$ cat config.mk
export PLATFORM = sky130hd
export DESIGN_NAME = cle_sram_arbiter_flat
export DESIGN_NICKNAME = d
export VERILOG_FILES = /design/src/rtl/cle_sram_arbiter_pkg.sv /design/src/rtl/cle_sram_arbiter_if.sv /design/src/rtl/cle_sram_arbiter_rdpipe.sv /design/src/rtl/cle_sram_arbiter.sv /design/src/flat_wrapper.sv
export SDC_FILE = /design/constraint.sdc
export NUM_CORES = 1
export LEC_CHECK = 0
export CAP_MARGIN = 25
export CORE_ASPECT_RATIO = 1.4
export CORE_MARGIN = 10
export CORE_UTILIZATION = 35
export CTS_CLUSTER_DIAMETER = 80
export DETAILED_ROUTE_END_ITERATION = 8
export HOLD_SLACK_MARGIN = 0.03
export PLACE_DENSITY = 0.69
export SLEW_MARGIN = 20
export SYNTH_ARGS = -nofsm -noshare
export SYNTH_HDL_FRONTEND = slang
export SYNTH_SLANG_ARGS = --single-unit
$ cat constraint.sdc
create_clock -name clk -period 2.9 [get_ports clk]
set_input_delay 0.29 -clock clk [delete_from_list [all_inputs] [get_ports clk]]
set_output_delay 0.29 -clock clk [all_outputs]
set_load 0.005 [all_outputs]
$ cat src/rtl/cle_sram_arbiter_pkg.sv
// Shared types and defaults for the label SRAM arbiter.
package cle_arb_pkg;

  localparam int ADDR_W = 10;
  localparam int DATA_W = 8;

  typedef enum logic {
    OWN_M0 = 1'b0,
    OWN_M1 = 1'b1
  } owner_e;

  typedef enum logic {
    ARB_OPEN   = 1'b0,
    ARB_LOCKED = 1'b1
  } arb_state_e;

  typedef struct packed {
    logic   valid;
    owner_e owner;
  } rd_tag_t;

endpackage

$ cat src/rtl/cle_sram_arbiter_if.sv
// Requester, SRAM and debug signals of the label SRAM arbiter.
// Handshake: an access is accepted on a rising edge where mX_req & mX_gnt
// is high; gnt is combinational and never asserted for both requesters.
// mX_rvalid is a one-cycle pulse marking rdata as belonging to requester X.
interface cle_sram_arbiter_if;
  import cle_arb_pkg::*;

  logic              m0_req;
  logic              m0_we;
  logic [ADDR_W-1:0] m0_addr;
  logic [DATA_W-1:0] m0_wdata;
  logic              m0_lock;
  logic              m0_gnt;
  logic              m0_rvalid;
  logic              m1_req;
  logic [ADDR_W-1:0] m1_addr;
  logic              m1_gnt;
  logic              m1_rvalid;
  logic [DATA_W-1:0] rdata;
  logic [ADDR_W-1:0] sram_a;
  logic [DATA_W-1:0] sram_d;
  logic              sram_wen;
  logic [DATA_W-1:0] sram_q;
  arb_state_e        dbg_state;

  // Arbiter side
  modport slave (
    input  m0_req, m0_we, m0_addr, m0_wdata, m0_lock, m1_req, m1_addr, sram_q,
    output m0_gnt, m0_rvalid, m1_gnt, m1_rvalid, rdata, sram_a, sram_d,
           sram_wen, dbg_state
  );

  // Requester / SRAM environment side
  modport master (
    output m0_req, m0_we, m0_addr, m0_wdata, m0_lock, m1_req, m1_addr, sram_q,
    input  m0_gnt, m0_rvalid, m1_gnt, m1_rvalid, rdata, sram_a, sram_d,
           sram_wen, dbg_state
  );

endinterface

$ cat src/rtl/cle_sram_arbiter_rdpipe.sv
// Read-return path: two-stage {valid, owner} tag pipeline aligned with the
// SRAM read latency, the shared rdata register and per-owner rvalid decode.
module cle_arb_rdpipe
  import cle_arb_pkg::*;
(
  input  logic              clk,
  input  logic              reset,
  input  rd_tag_t           i_tag,
  input  logic [DATA_W-1:0] i_sram_q,
  output logic [DATA_W-1:0] o_rdata,
  output logic              o_m0_rvalid,
  output logic              o_m1_rvalid
);

  rd_tag_t r_tag1;
  rd_tag_t r_tag2;

  // Tag travels alongside the SRAM access; reset drops any in-flight read.
  always_ff @(posedge clk or posedge reset) begin
    if (reset) begin
      r_tag1      <= '{valid: 1'b0, owner: OWN_M0};
      r_tag2      <= '{valid: 1'b0, owner: OWN_M0};
      o_rdata     <= '0;
      o_m0_rvalid <= 1'b0;
      o_m1_rvalid <= 1'b0;
    end else begin
      r_tag1      <= i_tag;
      r_tag2      <= r_tag1;
      if (r_tag2.valid) o_rdata <= i_sram_q;
      o_m0_rvalid <= r_tag2.valid && (r_tag2.owner == OWN_M0);
      o_m1_rvalid <= r_tag2.valid && (r_tag2.owner == OWN_M1);
    end
  end

endmodule

$ cat src/rtl/cle_sram_arbiter.sv
// Round-robin arbiter for the single-port label SRAM with an M0 lock for
// read-modify-write sequences. SRAM port is driven from registers.
// Optional feature macro: CLE_ARB_LOCK_LIMIT_EN bounds the lock duration
// to LOCK_MAX cycles and then hands the next tie to M1.
module cle_sram_arbiter
  import cle_arb_pkg::*;
#(
  parameter int LOCK_MAX = 16
) (
  input  logic               clk,
  input  logic               reset,
  cle_sram_arbiter_if.slave  bus
);

  arb_state_e r_state;
  arb_state_e w_next_state;
  owner_e     r_last;
  logic       w_m0_gnt;
  logic       w_m1_gnt;
  logic       w_acc0;
  logic       w_acc1;
  logic       w_limit_hit;
  rd_tag_t    w_tag;

  logic [ADDR_W-1:0] r_sram_a;
  logic [DATA_W-1:0] r_sram_d;
  logic              r_sram_wen;

  assign w_acc0 = bus.m0_req & w_m0_gnt;
  assign w_acc1 = bus.m1_req & w_m1_gnt;

`ifdef CLE_ARB_LOCK_LIMIT_EN
  localparam int CNT_W = $clog2(LOCK_MAX + 1);
  logic [CNT_W-1:0] r_lock_cnt;

  // Counts LOCKED cycles; held at zero while OPEN so each entry starts fresh.
  always_ff @(posedge clk or posedge reset) begin
    if (reset) r_lock_cnt <= '0;
    else if (r_state == ARB_OPEN) r_lock_cnt <= '0;
    else r_lock_cnt <= r_lock_cnt + CNT_W'(1);
  end

  // Fires on the edge at which the counter reaches LOCK_MAX.
  assign w_limit_hit = (r_state == ARB_LOCKED) &&
                       (r_lock_cnt == CNT_W'(LOCK_MAX - 1));
`else
  // Unbounded lock: never fires for any legal LOCK_MAX.
  assign w_limit_hit = (LOCK_MAX < 0);
`endif

  // Lock FSM state register.
  always_ff @(posedge clk or posedge reset) begin
    if (reset) r_state <= ARB_OPEN;
    else r_state <= w_next_state;
  end

  // Lock FSM next state: enter on a locked M0 access, leave when M0 lets go
  // (or when the optional limit expires).
  always_comb begin
    w_next_state = r_state;
    case (r_state)
      ARB_OPEN:   if (w_acc0 && bus.m0_lock) w_next_state = ARB_LOCKED;
      ARB_LOCKED: if (w_limit_hit || !bus.m0_lock) w_next_state = ARB_OPEN;
      default:    w_next_state = ARB_OPEN;
    endcase
  end

  // Lock FSM outputs: combinational grants, suppressed during reset.
  always_comb begin
    w_m0_gnt = 1'b0;
    w_m1_gnt = 1'b0;
    if (!reset) begin
      case (r_state)
        ARB_OPEN: begin
          w_m0_gnt = bus.m0_req && (!bus.m1_req || r_last == OWN_M1);
          w_m1_gnt = bus.m1_req && (!bus.m0_req || r_last == OWN_M0);
        end
        ARB_LOCKED: w_m0_gnt = bus.m0_req;
        default: ;
      endcase
    end
  end

  // Round-robin pointer: last owner, or M0 when a lock is cut short so M1
  // takes the following tie.
  always_ff @(posedge clk or posedge reset) begin
    if (reset) r_last <= OWN_M1;
    else if (w_limit_hit) r_last <= OWN_M0;
    else if (w_acc0) r_last <= OWN_M0;
    else if (w_acc1) r_last <= OWN_M1;
  end

  // SRAM port registers: address/data captured at accept, wen low only for
  // M0 writes; sram_a/sram_d hold when nothing is accepted.
  always_ff @(posedge clk or posedge reset) begin
    if (reset) begin
      r_sram_a   <= '0;
      r_sram_d   <= '0;
      r_sram_wen <= 1'b1;
    end else if (w_acc0) begin
      r_sram_a   <= bus.m0_addr;
      r_sram_wen <= ~bus.m0_we;
      if (bus.m0_we) r_sram_d <= bus.m0_wdata;
    end else if (w_acc1) begin
      r_sram_a   <= bus.m1_addr;
      r_sram_wen <= 1'b1;
    end else begin
      r_sram_wen <= 1'b1;
    end
  end

  assign w_tag.valid = (w_acc0 && !bus.m0_we) || w_acc1;
  assign w_tag.owner = w_acc1 ? OWN_M1 : OWN_M0;

  cle_arb_rdpipe u_rdpipe (
    .clk         (clk),
    .reset       (reset),
    .i_tag       (w_tag),
    .i_sram_q    (bus.sram_q),
    .o_rdata     (bus.rdata),
    .o_m0_rvalid (bus.m0_rvalid),
    .o_m1_rvalid (bus.m1_rvalid)
  );

  assign bus.m0_gnt    = w_m0_gnt;
  assign bus.m1_gnt    = w_m1_gnt;
  assign bus.sram_a    = r_sram_a;
  assign bus.sram_d    = r_sram_d;
  assign bus.sram_wen  = r_sram_wen;
  assign bus.dbg_state = r_state;

endmodule

$ cat src/flat_wrapper.sv
// flat-port wrapper written by rule: the top's interface ports become plain ports
module cle_sram_arbiter_flat import cle_arb_pkg::*;
#(
  parameter int LOCK_MAX = 16
)
  (clk, reset, bus_m0_req, bus_m0_we, bus_m0_addr, bus_m0_wdata, bus_m0_lock, bus_m1_req, bus_m1_addr, bus_sram_q, bus_m0_gnt, bus_m0_rvalid, bus_m1_gnt, bus_m1_rvalid, bus_rdata, bus_sram_a, bus_sram_d, bus_sram_wen, bus_dbg_state);
  cle_sram_arbiter_if bus_i ();
  input  logic clk;
  input  logic reset;
  input wire logic [$bits(bus_i.m0_req)-1:0] bus_m0_req;
  input wire logic [$bits(bus_i.m0_we)-1:0] bus_m0_we;
  input wire logic [$bits(bus_i.m0_addr)-1:0] bus_m0_addr;
  input wire logic [$bits(bus_i.m0_wdata)-1:0] bus_m0_wdata;
  input wire logic [$bits(bus_i.m0_lock)-1:0] bus_m0_lock;
  input wire logic [$bits(bus_i.m1_req)-1:0] bus_m1_req;
  input wire logic [$bits(bus_i.m1_addr)-1:0] bus_m1_addr;
  input wire logic [$bits(bus_i.sram_q)-1:0] bus_sram_q;
  output wire logic [$bits(bus_i.m0_gnt)-1:0] bus_m0_gnt;
  output wire logic [$bits(bus_i.m0_rvalid)-1:0] bus_m0_rvalid;
  output wire logic [$bits(bus_i.m1_gnt)-1:0] bus_m1_gnt;
  output wire logic [$bits(bus_i.m1_rvalid)-1:0] bus_m1_rvalid;
  output wire logic [$bits(bus_i.rdata)-1:0] bus_rdata;
  output wire logic [$bits(bus_i.sram_a)-1:0] bus_sram_a;
  output wire logic [$bits(bus_i.sram_d)-1:0] bus_sram_d;
  output wire logic [$bits(bus_i.sram_wen)-1:0] bus_sram_wen;
  output wire logic [$bits(bus_i.dbg_state)-1:0] bus_dbg_state;
  assign bus_i.m0_req = bus_m0_req;
  assign bus_i.m0_we = bus_m0_we;
  assign bus_i.m0_addr = bus_m0_addr;
  assign bus_i.m0_wdata = bus_m0_wdata;
  assign bus_i.m0_lock = bus_m0_lock;
  assign bus_i.m1_req = bus_m1_req;
  assign bus_i.m1_addr = bus_m1_addr;
  assign bus_i.sram_q = bus_sram_q;
  assign bus_m0_gnt = bus_i.m0_gnt;
  assign bus_m0_rvalid = bus_i.m0_rvalid;
  assign bus_m1_gnt = bus_i.m1_gnt;
  assign bus_m1_rvalid = bus_i.m1_rvalid;
  assign bus_rdata = bus_i.rdata;
  assign bus_sram_a = bus_i.sram_a;
  assign bus_sram_d = bus_i.sram_d;
  assign bus_sram_wen = bus_i.sram_wen;
  assign bus_dbg_state = bus_i.dbg_state;
  cle_sram_arbiter #(.LOCK_MAX(LOCK_MAX)) u_core (.clk(clk), .reset(reset), .bus(bus_i));
endmodule
# --- After elaboration in Yosys (flattened, before gate mapping) ---
# Index checks and enable logic that the tools add are counted.
totals:
  ff_bits: 35
  inputBits: 42
  out_inout_bits: 32
  wordCells: 45
classes:
  mux: 13
  bitwise_logic: 6
  reduce_logical: 14
ops:
  columns: ["op", "count"]
  rows:
  - ["2-to-1 mux 10 bit", 2]
  - ["2-to-1 mux 1 bit", 9]
  - ["logical AND 1 bit", 6]
  - ["NOT 1 bit", 4]
  - ["one-hot mux 1 bit (2 select lines)", 2]
  - ["logical NOT 1 bit", 3]
  - ["logical OR 1 bit", 3]
  - ["AND 1 bit", 2]
  - ["AND reduction 2 bit", 1]
  - ["nonzero test 2 bit", 1]

# --- Logic depth before layout (Yosys ltp) ---
# Gate-level depths: netlist (run 1).
depth:
  word_depth: 9
  depth_mapped: 4
  depth_no_buf: 3

# --- Hierarchy ---
# A second synthesis (run 1) with hierarchy kept.
unflattened:
  cells_unflattened: 129
  hier_area_um2: 1702.9
by_module_without_submodules:
  columns: ["mod", "n_inst", "cells_per_inst", "area_per_inst_um2", "seq_area_each_um2"]
  rows:
  - ["cle_sram_arbiter", 1, 103, 1204.9, 528.0]
  - ["cle_arb_rdpipe", 1, 26, 498.0, 350.3]

# --- Worst setup path before layout (run 1) ---
# No wires, ideal clock.
synth_path:
  kind: "in2reg"
  start: "input reset"
  end: "register u_core.r_sram_d[0] (netlist: u_core.bus.sram_d[0])"
  setup_time_ns: 0.125
  arrival_ns: 1.705
  required_ns: 2.775
  slack_ns: 1.071
  cell_stages: 3
  n_path_buf: 0
  path_cell_list: "inv_1 -> nand4_4 -> mux2_2"
synth_between:
  elab_chain_cells: 3
synth_rtl:
  columns: ["item", "line_no", "rtl"]
  rows:
  - ["start: declaration", "flat_wrapper.sv:9", "input logic reset;"]
  - ["2-to-1 mux 1 bit", "cle_sram_arbiter.sv:72", "if (!reset) begin"]
  - ["AND 1 bit", "cle_sram_arbiter.sv:29", "assign w_acc0 = bus.m0_req & w_m0_gnt;"]
  - ["AND reduction 2 bit (no line)", null, null]
  - ["end signal: assignment", "cle_sram_arbiter.sv:103", "if (bus.m0_we) r_sram_d <= bus.m0_wdata;"]
  - ["end: declaration", "cle_sram_arbiter.sv:26", "logic [DATA_W-1:0] r_sram_d;"]
# Every way passes these cells.
# A chain may end at the register's enable or synchronous reset.

# --- Worst setup path after layout (run 1) ---
layout_path:
  start: "input bus_m0_req"
  end: "output bus_m1_gnt"
layout_between:
  elab_chain_cells: 5
layout_rtl:
  columns: ["item", "line_no", "rtl"]
  rows:
  - ["start: declaration", "flat_wrapper.sv:10", "input wire logic [$bits(bus_i.m0_req)-1:0] bus_m0_req;"]
  - ["logical NOT 1 bit", "cle_sram_arbiter.sv:76", "w_m1_gnt = bus.m1_req && (!bus.m0_req || r_last == OWN_M0);"]
  - ["logical OR 1 bit", "cle_sram_arbiter.sv:76", null]
  - ["logical AND 1 bit", "cle_sram_arbiter.sv:76", null]
  - ["2-to-1 mux 1 bit", "cle_sram_arbiter.sv:73", "case (r_state)"]
  - ["2-to-1 mux 1 bit", "cle_sram_arbiter.sv:72", null]
  - ["end: declaration", "flat_wrapper.sv:20", "output wire logic [$bits(bus_i.m1_gnt)-1:0] bus_m1_gnt;"]
# Every way passes these cells.

==> results of run 1 <==
==> Yosys cell counts (2+ instances only) <==
master	number	share of area
dfstp_2	2	0.032
a211oi_1	2	0.0090
dfrtp_1	33	0.50
o21ai_0	10	0.030
buf_4	3	0.014
clkbuf_2	2	0.0060
and3b_1	10	0.053
clkbuf_1	2	0.0045
buf_6	3	0.020
a21o_2	2	0.011
inv_1	12	0.027
a221oi_2	10	0.090
a22oi_1	10	0.045
mux2_2	16	0.11
nand2b_1	2	0.0075
==> layer usage <==
layer  routed length, um  vias to the layer above
met5                   0                        -
met3                 226                        5
li1                    -                      616
met1                1890                      597
met4                  68                        0
met2                2280                       46
==> cell type report <==
cell class | count | area (um2)
fillers | 407 | 2030
clock inverters | 1 | 7.51
well taps | 62 | 77.6
clock buffers | 7 | 96.3
flip-flops and latches | 35 | 878
multi-input cells | 71 | 663
repair buffers | 79 | 776
inverters | 12 | 45.0
==> worst paths after layout <==
kind,end,slack [ns]
setup / recovery,bus_m1_gnt,0.76
hold / removal,u_core.u_rdpipe.r_tag2[1],0.36
setup reg to reg,u_core.bus.sram_d[4],1.29
hold reg to reg,u_core.u_rdpipe.r_tag2[1],0.36
max in group asynchronous,u_core.bus.sram_wen,1.79
min in group asynchronous,u_core.u_rdpipe.r_tag1[1],0.77
==> cells by family after synthesis <==
group	count (synthesis)	synth area share
buffers and inverters	22	0.0716
AND/OR/NAND/NOR	20	0.101
AO/OA/AOI/OAI	35	0.190
multiplexers	16	0.109
flip-flops	35	0.529
==> registers in the layout (all words and copies together), names as in the netlist <==
signal                       flops
u_core.bus.sram_d                8
u_core.r_last                    1
u_core.bus.sram_a               10
u_core.bus.sram_wen              1
u_core.bus.dbg_state             1
u_core.u_rdpipe.r_tag1           2
u_core.u_rdpipe.o_m0_rvalid      1
u_core.u_rdpipe.r_tag2           2
u_core.u_rdpipe.o_rdata          8
u_core.u_rdpipe.o_m1_rvalid      1
==> metrics by stage <==
step / hold WS [ns] / std cells / area [um2] / worst slack (ns) / power (mW)
after floorplan: 0.331 / 128 / 1660 / 1.07 / 0.797
after global placement: 0.334 / 259 / 2440 / 0.779 / 1.05
after detailed placement: 0.339 / 259 / 2440 / 0.771 / 1.06
after CTS: 0.356 / 267 / 2540 / 0.753 / 1.45
after global routing: 0.358 / 267 / 2540 / 0.567 / 1.51
final: 0.357 / 267 / 2540 / 0.755 / 1.43
==> power by group through the flow <==
| stage | registers (mW) | logic [mW] | clock network [mW] |
|---|---|---|---|
| 4_1_cts | 0.628 | 0.427 | 0.392 |
| 2_1_floorplan | 0.635 | 0.162 | 0 |
| 3_3_place_gp | 0.630 | 0.417 | 0 |
| 6_report | 0.627 | 0.419 | 0.380 |
| 5_1_grt | 0.639 | 0.456 | 0.414 |
| 3_5_place_dp | 0.638 | 0.426 | 0 |
==> impl_metrics.yaml, run 1 <==
clock_network:
  cts_buffers: 5
  holdBufCountCts: 0
  cts_root_buf: "clkbuf_8"
  cts.sinks: 35
  htreeDepth: 2
  cts_tree: "built"
  cts.clk_slew.worst_paths_ns: 0.07
  post_cts_resized: 0
  clk_latency_ns: 0.28
  post_cts_buffers: 0
  cts_buffer_depth: 2
cells_and_area:
  antenna_cells: 0
  utilization: 0.556
  final_common_cell: "clkdlybuf4s50_1"
  drive_above_1_share: 0.224
  nets: 246
  final_cell_mix: "clkdlybuf4s50_1 (73), dfrtp_1 (33), mux2_2 (16)"
  syn2layout_area_growth_pct: 53.2
route:
  ant_nets: 0
  wirelength_um: 4460
  drt-pass1-iter-count: 4
  drc_errors: 0
  drtIter0Drc: 67
  vias: 1264
  avgRoutedWirePerCell_um: 16.7
  viasPerCell: 4.73
critical_path:
  required_ns: 2.61
  reg2reg_depth: 3
  cp-start-kind: "primary input"
  startpoint: "bus_m0_req"
  crit_path_frequent_cell: "clkdlybuf4s50_1"
  critical-path-max-stage-delay_ns: 0.59
  slowest_stage: "clkdlybuf4s50_1"
  critPathArrivalTime_ns: 1.85
  r2r-start: "u_core.bus.dbg_state"
  cpLargestDelayFamily: "buffers and inverters"
  cp-end-kind: "output pin"
  path_depth: 4
  crit_buf_inv: 3
  path_cells: "clkdlybuf4s50_1 > buf_4 > a211oi_1 > clkdlybuf4s50_1"
  cp_max_fo: 15
  critPathKind: "primary input to output pin"
global_route:
  antenna_found_initial: 0
  met3_usage: 0.0328
  grt_busiest_layer: "met2"
  use_met1: 0.132
  grt.total_usage: 0.113
  grtUsageMet2: 0.192
  grt_pass1_vias: 1332
  grt_start_max_net_pins: 36
  grt.overflow.total: 0
  grt_pass1_wl_um: 7090
timing:
  finalClockSkew_ns: 0.00393
  max_freq_mhz: 466
  fin_crit_ns: 2.14
  hold_violations: 0
  worst_pin_slew_ns: 0.464
  maxSlewHeadroom: 0.690
  finalSetupViolations: 0
  fin_crit_sh: 0.740
  slew_violations: 0
  rsz0062_at_grt: "false"
  tns_ns: 0
die:
  start_util: 0.363
  ios: 74
  rows: 29
  die_h_um: 101
  fp.dieW_um: 78.2
  die_area_um2: 7940
  coreArea_um2: 4570
synth:
  syn_area_um2: 1660
  syn_nets: 170
  synth_async_sr_flop_share: 1.00
  yosys_warnings: 0
  yosys.cell_types.count: 24
  synth_flop_cell: "dfrtp_1"
  synth_edf_count: 0
  synth_seq_area_share: 0.529
  syn_avg_cell_area_um2: 13.0
  synth-seq-cells: 35
  synth_cells: 128
power_and_ir_drop:
  p_sw_uw: 357
  p_per_area_nw_per_um2: 560
  p_seq_frac: 0.440
  p_sw_frac: 0.250
  power.leakage_nw: 1.11
  ir_drop_mv: 0.303
  comb_power_share: 0.294
  clock_power_share: 0.266
  power.internal_mw: 1.07
run:
  max_cap_viol_count: 0
min_path:
  worstHoldStart: "u_core.u_rdpipe.r_tag1[1]"
  hp-class: "flop to flop"
  hold_depth: 0
placement:
  dpl.hpwl_um: 3570
  place_congestion: 0.709
  port_buffers: 73
status:
  status: "complete, no violations"
(Power assumes the default switching activity.)
==> run 2: changes to the inputs <==
clock period = 2 ns   (was 2.9 ns; I/O delays follow)
==> impl_metrics.yaml, run 2 (synthesis results as in run 1) <==
cells_and_area:
  nets: 246
  fin_cells: 267
  antenna_cells: 0
  final_common_cell: "clkdlybuf4s50_1"
  final_cell_mix: "clkdlybuf4s50_1 (73), dfrtp_1 (33), mux2_2 (16)"
  final_area_um2: 2560
  drive_above_1_share: 0.229
  largest_register_ffs: 10
  syn2layout_area_growth_pct: 54.3
min_path:
  hp-class: "flop to flop"
  worstHoldStart: "u_core.u_rdpipe.r_tag1[0]"
placement:
  place_congestion: 0.758
  port_buffers: 73
  dpl.hpwl_um: 3690
  place_area_um2: 2440
  dp_cells: 259
route:
  wirelength_um: 4630
  drtIter0Drc: 50
  ant_nets: 0
  drt-pass1-iter-count: 4
  vias: 1297
  viasPerCell: 4.86
  drc_errors: 0
  avgRoutedWirePerCell_um: 17.3
timing:
  slew_violations: 0
  rsz0062_at_grt: "false"
  finalSetupViolations: 0
  finalClockSkew_ns: 0.00678
  fin_hold_ws_ns: 0.343
  worst_pin_slew_ns: 0.454
  max_freq_mhz: 535
  maxSlewHeadroom: 0.697
  tns_ns: 0
  fin_crit_ns: 1.87
  fin_crit_sh: 0.935
  hold_violations: 0
clock_network:
  cts_buffers: 5
  post_cts_buffers: 0
  holdBufCountCts: 0
  cts.sinks: 35
  cts.clk_slew.worst_paths_ns: 0.07
  cts_tree: "built"
  cts_buffer_depth: 2
  htreeDepth: 2
  cts_root_buf: "clkbuf_8"
  clk_latency_ns: 0.29
status:
  status: "complete, no violations"
die:
  fp.dieW_um: 78.2
  start_util: 0.363
  die_area_um2: 7940
  die_h_um: 101
  ios: 74
  coreArea_um2: 4570
  rows: 29
critical_path:
  r2r-start: "u_core.bus.dbg_state"
  cp-start-kind: "flop"
  crit_buf_inv: 1
  startpoint: "u_core.bus.dbg_state"
  path_cells: "nand2b_1 > a211oi_2 > clkdlybuf4s50_1"
  cp_max_fo: 5
  critical-path-max-stage-delay_ns: 0.55
  slowest_stage: "clkdlybuf4s50_1"
  critPathKind: "flop to output pin"
  cp-end-kind: "output pin"
  critPathArrivalTime_ns: 1.67
  required_ns: 1.80
  cpLargestDelayFamily: "buffers and inverters"
global_route:
  grt_start_max_net_pins: 36
  grt.overflow.total: 0
  grt.total_usage: 0.119
  grt_pass1_vias: 1408
  antenna_found_initial: 0
  grt_pass1_wl_um: 7290
power_and_ir_drop:
  power.leakage_nw: 1.12
  p_per_area_nw_per_um2: 848
  ir_drop_mv: 0.340
run:
  max_cap_viol_count: 0
run 2: metrics by stage:
stage | power [mW] | utilization | setup WS, ns
detailed placement | 1.55 | 0.534 | 0.0814
global placement | 1.52 | 0.534 | 0.150
finish | 2.17 | 0.560 | 0.129
floorplan | 1.16 | - | 0.261
global route | 2.30 | 0.560 | 0.00293
CTS | 2.21 | 0.560 | 0.0553
run 2: final timing paths:
kind / endpoint / slack (ns) / depth (start not counted)
min in group asynchronous: u_core.bus.sram_a[7] / 0.69 / 4
setup / recovery: bus_m1_gnt / 0.13 / 3
setup reg to reg: u_core.bus.sram_d[6] / 0.40 / 3
hold reg to reg: u_core.u_rdpipe.r_tag2[0] / 0.34 / 0
max in group asynchronous: u_core.r_last / 0.96 / 4
hold / removal: u_core.u_rdpipe.r_tag2[0] / 0.34 / 0
run 2: metal layers:
| metal | routed length (um) | track usage |
|---|---|---|
| met5 | 0 | 0 |
| met4 | 121 | 0.0678 |
| met3 | 280 | 0.0381 |
| met2 | 2440 | 0.209 |
| met1 | 1790 | 0.120 |
run 2: report_power, final:
part / switching (mW) / total, mW / internal, mW
sequential: 0.0731 / 0.911 / 0.838
clock: 0.249 / 0.652 / 0.403
combinational: 0.211 / 0.610 / 0.400
total: 0.533 / 2.17 / 1.64
run 2: repair_timing:
| action | CTS | global route |
|---|---|---|
| endpoints found under the setup margin | 1 | 1 |
| pin swaps | 0 | 1 |
| gates resized for setup | 1 | 0 |
run 2: final cells by class:
| type | count | area (um2) |
|---|---|---|
| Sequential cell | 35 | 878 |
| Timing Repair Buffer | 79 | 776 |
| Clock buffer | 6 | 82.6 |
| Inverter | 12 | 45.0 |
| Clock inverter | 2 | 35.0 |
| Multi-Input combinational cell | 71 | 668 |
| Tap cell | 62 | 77.6 |
| Fill cell | 429 | 2010 |
==> run 3: changes to the inputs <==
CAP_MARGIN = 20   (was 25)
CORE_MARGIN = 3   (was 10)
==> impl_metrics.yaml, run 3 (synthesis results as in run 1) <==
clock_network:
  cts.sinks: 35
  cts_buffers: 5
  cts_root_buf: "clkbuf_8"
  htreeDepth: 2
  clk_latency_ns: 0.29
  cts_tree: "built"
  cts.clk_slew.worst_paths_ns: 0.08
  cts_buffer_depth: 2
cells_and_area:
  final_cell_mix: "clkdlybuf4s50_1 (73), dfrtp_1 (33), mux2_2 (16)"
  final_area_um2: 2560
  final_common_cell: "clkdlybuf4s50_1"
  nets: 246
  multi_input_area_um2: 668
  final.fill_count: 414
  drive_above_1_share: 0.229
  antenna_cells: 0
  largest_register_ffs: 10
  syn2layout_area_growth_pct: 54.0
  register_area_um2: 878
route:
  drtIter0Drc: 29
  wirelength_um: 4060
  ant_nets: 0
  vias: 1275
  drc_errors: 0
  drt-pass1-iter-count: 4
  viasPerCell: 4.78
  avgRoutedWirePerCell_um: 15.2
timing:
  worst_slack_ns: 0.0624
  tns_ns: 0
  hold_violations: 0
  fin_hold_ws_ns: 0.354
  finalSetupViolations: 0
  fin_crit_ns: 1.94
  worst_pin_slew_ns: 0.451
  finalClockSkew_ns: 0.00618
  fin_crit_sh: 0.969
  maxSlewHeadroom: 0.699
  rsz0062_at_grt: "false"
  slew_violations: 0
  max_freq_mhz: 516
die:
  ios: 74
  die_h_um: 87.5
  coreArea_um2: 4570
  fp.dieW_um: 64.2
  die_area_um2: 5620
  rows: 29
  start_util: 0.363
critical_path:
  critPathArrivalTime_ns: 1.74
  critPathKind: "flop to output pin"
  required_ns: 1.80
  cp_max_fo: 5
  r2r-start: "u_core.bus.dbg_state"
  startpoint: "u_core.bus.dbg_state"
  slowest_stage: "clkdlybuf4s50_1"
  cp-start-kind: "flop"
  critical-path-max-stage-delay_ns: 0.57
  r2r_slack_ns: 0.40
  path_cells: "nand2b_1 > a211oi_2 > clkdlybuf4s50_1"
  cp-end-kind: "output pin"
global_route:
  grt_start_max_net_pins: 36
  antenna_found_initial: 0
  grt_pass1_wl_um: 6340
  grt.total_usage: 0.149
  grt.overflow.total: 0
  grt_pass1_vias: 1300
placement:
  port_buffers: 73
  place_ws_ns: 0.0437
  place_congestion: 0.662
  dpl.hpwl_um: 3220
  place_area_um2: 2440
power_and_ir_drop:
  ir_drop_mv: 0.316
  total_power_mw: 2.14
  power.leakage_nw: 1.11
  p_per_area_nw_per_um2: 837
min_path:
  worstHoldStart: "u_core.u_rdpipe.r_tag1[1]"
  hp-class: "flop to flop"
status:
  status: "complete, no violations"
run:
  max_cap_viol_count: 0
==> run 3: where the power goes <==
| group | switching (mW) | leakage, nW | internal, mW |
|---|---|---|---|
| Sequential | 0.0719 | 0.413 | 0.837 |
| Clock | 0.263 | 0.0581 | 0.371 |
| Combinational | 0.198 | 0.642 | 0.399 |
| Total | 0.534 | 1.11 | 1.61 |
==> run 3: worst paths after layout <==
path	cells past startpoint	to
hold reg to reg	0	u_core.u_rdpipe.r_tag2[1]
setup / recovery	3	bus_m1_gnt
max in group asynchronous	4	u_core.bus.sram_wen
setup reg to reg	3	u_core.bus.sram_d[2]
hold / removal	0	u_core.u_rdpipe.r_tag2[1]
min in group asynchronous	4	u_core.u_rdpipe.r_tag1[1]
==> run 3: critical path: cells and delay by family, from the launching register on <==
| family | cells | cell delay, ns |
|---|---|---|
| and+or+nand+nor | 1 | 0.20 |
| buffers and inverters | 1 | 0.57 |
| AOI/OAI and AO/OA | 1 | 0.26 |
| DFF | 1 | 0.43 |
==> run 3: layer usage <==
metal / vias to the layer above / GRT usage / share of wire
li1: 619 / - / -
met1: 605 / 0.162 / 0.39
met2: 43 / 0.268 / 0.53
met3: 8 / 0.0413 / 0.061
met4: 0 / 0.0692 / 0.021
met5: - / 0 / 0
==> run 3: area by class of cell <==
type / instances / share of cell area
well taps: 62 / 0.0303
multi-input cells: 71 / 0.261
inverters: 12 / 0.0176
clock inverters: 3 / 0.0171
clock buffers: 5 / 0.0269
flip-flops and latches: 35 / 0.343
repair buffers: 79 / 0.303
==> run 3: metrics by stage <==
step,utilization,instances
floorplan,-,128
CTS,0.559,267
global route,0.559,267
global placement,0.534,259
finish,0.559,267
detailed placement,0.534,259
==> run 3: repair_timing <==
action,in CTS,in global routing
hold buffers,0,0
hold endpoints to repair,0,0
buffers inserted,0,0
pin swaps,0,1
gates resized for setup,1,0
endpoints found under the setup margin,1,1
